## src/rtl/rv32e_alu_arbiter.sv

```systemverilog
// Two-port arbiter in front of one combinational rv32e_alu: port 0 has fixed priority, and a starvation guard lets port 1 through.
// Optional per-port grant and conflict statistics are built only when ALU_ARB_STATS_EN is defined.
module rv32e_alu_arbiter #(
    parameter int unsigned STARVE_LIMIT = 4
) (
    input  logic        clk,
    input  logic        rst,

    input  logic        req_valid_0,
    output logic        req_ready_0,
    input  logic [3:0]  req_op_0,
    input  logic [31:0] req_a_0,
    input  logic [31:0] req_b_0,
    output logic        rsp_valid_0,
    input  logic        rsp_ready_0,
    output logic [31:0] rsp_result_0,
    output logic [2:0]  rsp_flags_0,

    input  logic        req_valid_1,
    output logic        req_ready_1,
    input  logic [3:0]  req_op_1,
    input  logic [31:0] req_a_1,
    input  logic [31:0] req_b_1,
    output logic        rsp_valid_1,
    input  logic        rsp_ready_1,
    output logic [31:0] rsp_result_1,
    output logic [2:0]  rsp_flags_1,

    output logic [3:0]  alu_op,
    output logic [31:0] alu_a,
    output logic [31:0] alu_b,
    input  logic [31:0] alu_result,
    input  logic        alu_zero,
    input  logic        alu_neg,
    input  logic        alu_ovf,

    output logic [31:0] stat_grant0,
    output logic [31:0] stat_grant1,
    output logic [31:0] stat_conflict
);

    localparam logic [3:0] LIMIT = 4'(STARVE_LIMIT);

    logic        elig0;
    logic        elig1;
    logic        grant0;
    logic        grant1;
    logic [2:0]  capFlags;

    logic [3:0]  starve_q, starve_d;
    logic        rsp_valid_0_q, rsp_valid_0_d;
    logic        rsp_valid_1_q, rsp_valid_1_d;
    logic [31:0] rsp_result_0_q, rsp_result_0_d;
    logic [31:0] rsp_result_1_q, rsp_result_1_d;
    logic [2:0]  rsp_flags_0_q, rsp_flags_0_d;
    logic [2:0]  rsp_flags_1_q, rsp_flags_1_d;

    // A port may be granted while its held response drains in the same cycle.
    assign elig0  = req_valid_0 && (!rsp_valid_0_q || rsp_ready_0);
    assign elig1  = req_valid_1 && (!rsp_valid_1_q || rsp_ready_1);
    assign grant1 = !rst && elig1 && (!elig0 || (starve_q == LIMIT));
    assign grant0 = !rst && elig0 && !grant1;

    assign req_ready_0 = grant0;
    assign req_ready_1 = grant1;
    assign capFlags    = {alu_ovf, alu_neg, alu_zero};

    always_comb begin
        alu_op = 4'b0000;
        alu_a  = 32'd0;
        alu_b  = 32'd0;
        if (grant0) begin
            alu_op = req_op_0;
            alu_a  = req_a_0;
            alu_b  = req_b_0;
        end else if (grant1) begin
            alu_op = req_op_1;
            alu_a  = req_a_1;
            alu_b  = req_b_1;
        end
    end

    always_comb begin
        starve_d = starve_q;
        if (!elig1 || grant1) begin
            starve_d = 4'd0;
        end else if (grant0) begin
            starve_d = starve_q + 4'd1;
        end
    end

    // A new grant wins over a drain, so the slot stays valid with fresh data.
    always_comb begin
        rsp_valid_0_d  = rsp_valid_0_q;
        rsp_result_0_d = rsp_result_0_q;
        rsp_flags_0_d  = rsp_flags_0_q;
        rsp_valid_1_d  = rsp_valid_1_q;
        rsp_result_1_d = rsp_result_1_q;
        rsp_flags_1_d  = rsp_flags_1_q;
        if (grant0) begin
            rsp_valid_0_d  = 1'b1;
            rsp_result_0_d = alu_result;
            rsp_flags_0_d  = capFlags;
        end else if (rsp_valid_0_q && rsp_ready_0) begin
            rsp_valid_0_d  = 1'b0;
        end
        if (grant1) begin
            rsp_valid_1_d  = 1'b1;
            rsp_result_1_d = alu_result;
            rsp_flags_1_d  = capFlags;
        end else if (rsp_valid_1_q && rsp_ready_1) begin
            rsp_valid_1_d  = 1'b0;
        end
    end

    always_ff @(posedge clk) begin
        if (rst) begin
            starve_q       <= 4'd0;
            rsp_valid_0_q  <= 1'b0;
            rsp_result_0_q <= 32'd0;
            rsp_flags_0_q  <= 3'd0;
            rsp_valid_1_q  <= 1'b0;
            rsp_result_1_q <= 32'd0;
            rsp_flags_1_q  <= 3'd0;
        end else begin
            starve_q       <= starve_d;
            rsp_valid_0_q  <= rsp_valid_0_d;
            rsp_result_0_q <= rsp_result_0_d;
            rsp_flags_0_q  <= rsp_flags_0_d;
            rsp_valid_1_q  <= rsp_valid_1_d;
            rsp_result_1_q <= rsp_result_1_d;
            rsp_flags_1_q  <= rsp_flags_1_d;
        end
    end

    assign rsp_valid_0  = rsp_valid_0_q;
    assign rsp_result_0 = rsp_result_0_q;
    assign rsp_flags_0  = rsp_flags_0_q;
    assign rsp_valid_1  = rsp_valid_1_q;
    assign rsp_result_1 = rsp_result_1_q;
    assign rsp_flags_1  = rsp_flags_1_q;

`ifdef ALU_ARB_STATS_EN
    logic [31:0] grant0Cnt_q;
    logic [31:0] grant1Cnt_q;
    logic [31:0] conflictCnt_q;

    always_ff @(posedge clk) begin
        if (rst) begin
            grant0Cnt_q   <= 32'd0;
            grant1Cnt_q   <= 32'd0;
            conflictCnt_q <= 32'd0;
        end else begin
            if (grant0) grant0Cnt_q <= grant0Cnt_q + 32'd1;
            if (grant1) grant1Cnt_q <= grant1Cnt_q + 32'd1;
            if (elig0 && elig1) conflictCnt_q <= conflictCnt_q + 32'd1;
        end
    end

    assign stat_grant0   = grant0Cnt_q;
    assign stat_grant1   = grant1Cnt_q;
    assign stat_conflict = conflictCnt_q;
`else
    assign stat_grant0   = 32'd0;
    assign stat_grant1   = 32'd0;
    assign stat_conflict = 32'd0;
`endif

endmodule

```

## config.mk

```make
export PLATFORM = sky130hd
export DESIGN_NAME = rv32e_alu_arbiter
export DESIGN_NICKNAME = d
export VERILOG_FILES = /design/src/rtl/rv32e_alu_arbiter.sv
export SDC_FILE = /design/constraint.sdc
export NUM_CORES = 1
export LEC_CHECK = 0
export ABC_AREA = 0
export CORE_AREA = 3 3 160 162
export DETAILED_ROUTE_END_ITERATION = 10
export DIE_AREA = 0 0 163 165
export SYNTH_ARGS = -nofsm -noshare
export SYNTH_HDL_FRONTEND = slang
export SYNTH_SLANG_ARGS = --single-unit
```

## constraint.sdc

```tcl
create_clock -name clk -period 2.49 [get_ports clk]
set_input_delay 0.3735 -clock clk [delete_from_list [all_inputs] [get_ports clk]]
set_output_delay 0.3735 -clock clk [all_outputs]
set_load 0.05 [all_outputs]
```

### Word level (Yosys, flattened, before mapping)

Cells that the tools add are included.

| storage, ports and cells | value |
|---|---|
| output and inout port bits | 238 |
| logic and storage cells | 40 |
| bits in registers | 76 |

| cells by class | value |
|---|---|
| reduce and logical (&&, ||, !) cells | 21 |
| add/subtract/negate cells | 1 |
| mux-type cells | 10 |
| eq/ne operators | 1 |

Operators with widths:

| operator | count |
|---|---|
| $mux 32 | 4 |
| $logic_and 1x1->1 | 8 |
| $mux 4 | 2 |
| $logic_not 1->1 | 6 |
| $add 4x1->4 const B | 1 |
| $eq 4x3->1 const B | 1 |
| $logic_or 1x1->1 | 4 |
| $mux 1 | 4 |
| $reduce_bool 2->1 | 2 |
| $reduce_or 2->1 | 1 |

### Logic depth before layout (Yosys ltp)

| depth | value |
|---|---|
| depth in word-level cells | 9 |
| depth in mapped cells | 9 |

### Worst setup path before layout

OpenSTA, ideal clock, no wires.

| timing | value |
|---|---|
| path type | register to output |
| from | register rsp_valid_0_q, in the netlist rsp_valid_0 |
| to | output alu_a[23] |
| path slack | -0.461 ns |
| required time | 2.117 ns |
| data arrival time | 2.577 ns |
| buffers on the path | 2 |
| stages on the path, launching flop included | 7 |
| cell sequence | dfxtp_1 > nor2b_1 > nor2_1 > buf_2 > buf_1 > nand2_1 > o21ai_0 |

| on the way | value |
|---|---|
| longest elaborated chain between the ends | 9 |
| elaborated cells on any way between the ends | 11 |
| those cells by class | 2 x mux; 9 x reduce/logical |

Ends and longest elaborated chain:

| element | RTL line | RTL |
|---|---|---|
| from (decl) | 51 | `logic rsp_valid_0_q, rsp_valid_0_d;` |
| from (signal assigned) | 127 | `rsp_valid_0_q <= rsp_valid_0_d;` |
| $logic_not 1->1 (*) | 59 | `assign elig0 = req_valid_0 && (!rsp_valid_0_q \|\| rsp_ready_0);` |
| $logic_or 1x1->1 (*) | 59 |  |
| $logic_and 1x1->1 (*) | 59 |  |
| $logic_not 1->1 | 61 | `assign grant1 = !rst && elig1 && (!elig0 \|\| (starve_q == LIMIT));` |
| $logic_or 1x1->1 | 61 |  |
| $logic_and 1x1->1 | 61 |  |
| $logic_not 1->1 | 62 | `assign grant0 = !rst && elig0 && !grant1;` |
| $logic_and 1x1->1 | 62 |  |
| $mux 32 (*) | 72 | `if (grant0) begin` |
| to (decl) | 30 | `output logic [31:0] alu_a,` |

Mark *: on every way between the ends. The rest lies on a longest branch, timed or not.

### Worst setup path in the final report

| timing | value |
|---|---|
| from | input rsp_ready_1 |
| to | output alu_a[7] |

| on the way | value |
|---|---|
| longest elaborated chain between the ends | 7 |
| elaborated cells on any way between the ends | 8 |
| those cells by class | 2 x mux; 6 x reduce/logical |

Ends and longest elaborated chain:

| element | RTL line | RTL |
|---|---|---|
| from (decl) | 25 | `input logic rsp_ready_1,` |
| $logic_or 1x1->1 (*) | 60 | `assign elig1 = req_valid_1 && (!rsp_valid_1_q \|\| rsp_ready_1);` |
| $logic_and 1x1->1 (*) | 60 |  |
| $logic_and 1x1->1 (*) (2 in series) | 61 |  |
| $logic_not 1->1 | 62 |  |
| $logic_and 1x1->1 | 62 |  |
| $mux 32 (*) | 72 |  |

Marks and branches as above.

==> results.tsv <==
metric	value	unit
status	finished, final reports clean	
Finish-stage setup viols	0	
Sw Ratio	37.0	%
Critical Path Sink Type	output port	
WP data required	2120	ps
class of the worst hold path	reg2reg	
critical path type	in2out	
Logic pwr share	43.7	%
Die Ht	165	µm
layout cells sized above 1	27.9	%
Root Buffer	clkbuf_16	
total CTS buffers	9	
IO Pins	415	
largest net degree at the start of global routing	42	
row count	57	
final hold viol count	0	
Final min period	2480	ps
sequential area share after synthesis	33.3	%
Starting DRT DRC Count	200	
Netlist cell types	28	
P_sw	1.87	mW
Chip Width	163	µm
Post-Syn Area per Cell	7.34	µm²
vias in the first global route	4762	
Register Area	1530	µm²
first-pass GRT wire length	27400	µm
Power, Total	5.05	mW
clock-pin slew on the worst setup and hold paths	60	ps
maximum level of the CTS H-tree	3	
cell area after synthesis	4560	µm²
initial antenna violation count	4	
PD cells	513	nW/µm²
post-synth top area cell	dfxtp_1	
Syn-to-layout area delta	115	%
Fillers	2357	
HPWL Detailed	15800	µm
clock skew	7.45	ps
CP Cell Sequence	clkdlybuf4s50_1, nor2b_1, buf_4, a311oi_4, buf_6, clkbuf_16, buf_8, clkbuf_16, o21ai_4, buf_12	
Max Freq	403	MHz
Placer Congestion	0.779	
total congestion overflow	0	
CP peak stage delay	460	ps
post-synthesis cell count	622	
most area-consuming cells after synthesis	dfxtp_1 (33%), nand2_1 (17%), buf_4 (16%), o21ai_0 (9.0%), mux2_2 (8.6%)	
worst rel slew slack	62.3	%
Slew @ Worst Pin	564	ps
via count	5023	
# port buffers	318	
synth warn	0	
DRC Markers	0	
RSZ-0062 raised after global routing	true	
number of synthesized register bits	76	
top cell type's share of synthesized area	33.3	%
Nets	1148	
P_int	3.18	mW
CTS tree	done	
most frequent CP cell	clkbuf_16	
Static Leakage	3.93	nW
Sink Count	76	
ANT nets after route	0	
part of the power in registers	26.7	%
Max VDD drop	0.000421	V
Max Buffers Root-to-Sink	2	
Core Footprint	24200	µm²
max-cap check violation count	0	
GRT Util Overall	13.0	%
DIE AREA	26900	µm²
fraction of the cycle the final worst path needs	99.7	%
Vias/cell	3.87	
critical path arrival	2110	ps
1st-pass router iterations	4	
Ant. Diodes	0	
Worst-Skew Late Latency	330	ps
Critical Path Fanout Max	8	
Initial Util	18.8	%
WL final	20400	µm
Clk pwr share	29.6	%
final hold slack	455	ps
footprint of the multi-input gates	2950	µm²
Final Max Slew Viols	0	
slowest cell on the critical path	clkdlybuf4s50_1	
DR WL/cell	15.7	µm
Worst setup SP type	input pin	
-- placed cells by master, fill, tap and decap left out, drive strengths merged --
cell / n
a21o: 1
a21oi: 1
a311oi: 1
buf: 122
bufinv: 3
clkbuf: 16
clkdlybuf4s50: 247
clkinv: 4
conb: 96
dfxtp: 76
dlymetal6s2s: 1
ha: 2
inv: 2
mux2: 35
nand2: 207
nand2b: 3
nand3: 2
nand3b: 1
nand4: 1
nor2: 7
nor2b: 38
nor3: 2
o21ai: 103
o22ai: 1
xnor2: 1
xor2: 1
-- power by group through the flow --
| stage | Clock, mW | Combinational, mW | Sequential (mW) |
|---|---|---|---|
| finish | 1.49 | 2.21 | 1.35 |
| global route | 1.59 | 2.30 | 1.35 |
| CTS | 1.54 | 2.09 | 1.34 |
| detailed placement | 0 | 2.07 | 1.37 |
| global placement | 0 | 2.07 | 1.37 |
| floorplan | 0 | 0.973 | 1.66 |
-- repair_timing --
item | CTS | global route
endpoints found under the setup margin | 60 | 69
setup buffers | 1 | 9
gates resized for setup | 24 | 101
hold buffers | 0 | 0
pin swaps | 1 | 19
cloned | 0 | 8
-- path summary, 6_finish.rpt --
path	startpoint	to	slack (ps)	cells past startpoint
setup / recovery	rsp_ready_1	alu_a[7]	7	10
hold / removal	rsp_result_1[25]	rsp_result_1[25]	450	2
setup reg to reg	starve_q[0]	rsp_result_1[12]	460	9
hold reg to reg	rsp_result_1[25]	rsp_result_1[25]	450	2
-- state kept, by name, indices dropped and copies added, names as in the netlist --
signal	count
rsp_flags_0	3
rsp_flags_1	3
rsp_result_0	32
rsp_result_1	32
rsp_valid_0	1
rsp_valid_1	1
starve_q	4
-- layout make-up --
type	instances	area share, %
clock buffers	10	2.33
clock inverters	6	1.15
inverters	3	0.115
multi-input cells	503	30.0
flip-flops and latches	76	15.5
well taps	324	4.13
repair buffers	376	46.8
-- synthesized netlist by cell type (all sizes together) --
library cell / count
nand4: 1
nand2: 207
nand3b: 1
inv: 2
nor2: 7
nand3: 2
nor3: 2
nand2b: 3
ha: 2
mux2: 35
clkinv: 1
a311oi: 1
a21oi: 1
conb: 1
o22ai: 1
nor2b: 38
o21ai: 103
a21o: 1
dfxtp: 76
buf: 114
clkbuf: 21
xor2: 1
xnor2: 1
-- through the flow --
| stage | setup TNS [ps] | instances | cell area, µm² | setup WS (ps) | utilization (%) |
|---|---|---|---|---|---|
| after floorplan | 0 | 717 | 4950 | 28.8 | - |
| after global placement | -35.1 | 1264 | 8700 | -14.9 | 35.9 |
| after detailed placement | -141 | 1264 | 8700 | -26.4 | 35.9 |
| after CTS | -926 | 1281 | 9140 | -56.7 | 37.7 |
| after global routing | -2370 | 1298 | 9830 | -96.2 | 40.5 |
| final | 0 | 1298 | 9830 | 7.27 | 40.5 |
-- worst max-delay path: cells and delay by family --
family	cells	cell delay, ps
buffers and inverters	7	1380
AO/OA/AOI/OAI	2	300
AND/OR/NAND/NOR	1	40
-- cells by family after synthesis --
group | synth area share (%)
AOI/OAI and AO/OA | 12.3
xor gates and xnor gates | 0.384
and+or+nand+nor | 24.3
adders and majority gates | 0.548
buffers and inverters | 20.4
other | 0.0822
DFF | 33.3
muxes | 8.64
-- metal layers --
layer	GRT usage, %	part of all wire, %	up-vias
met4	2.08	0.49	8
li1	-	-	2498
met1	14.7	39	2289
met2	22.6	50	214
met5	0	0.26	-
met3	6.45	11	14
Power figures use the tool's default switching activity.
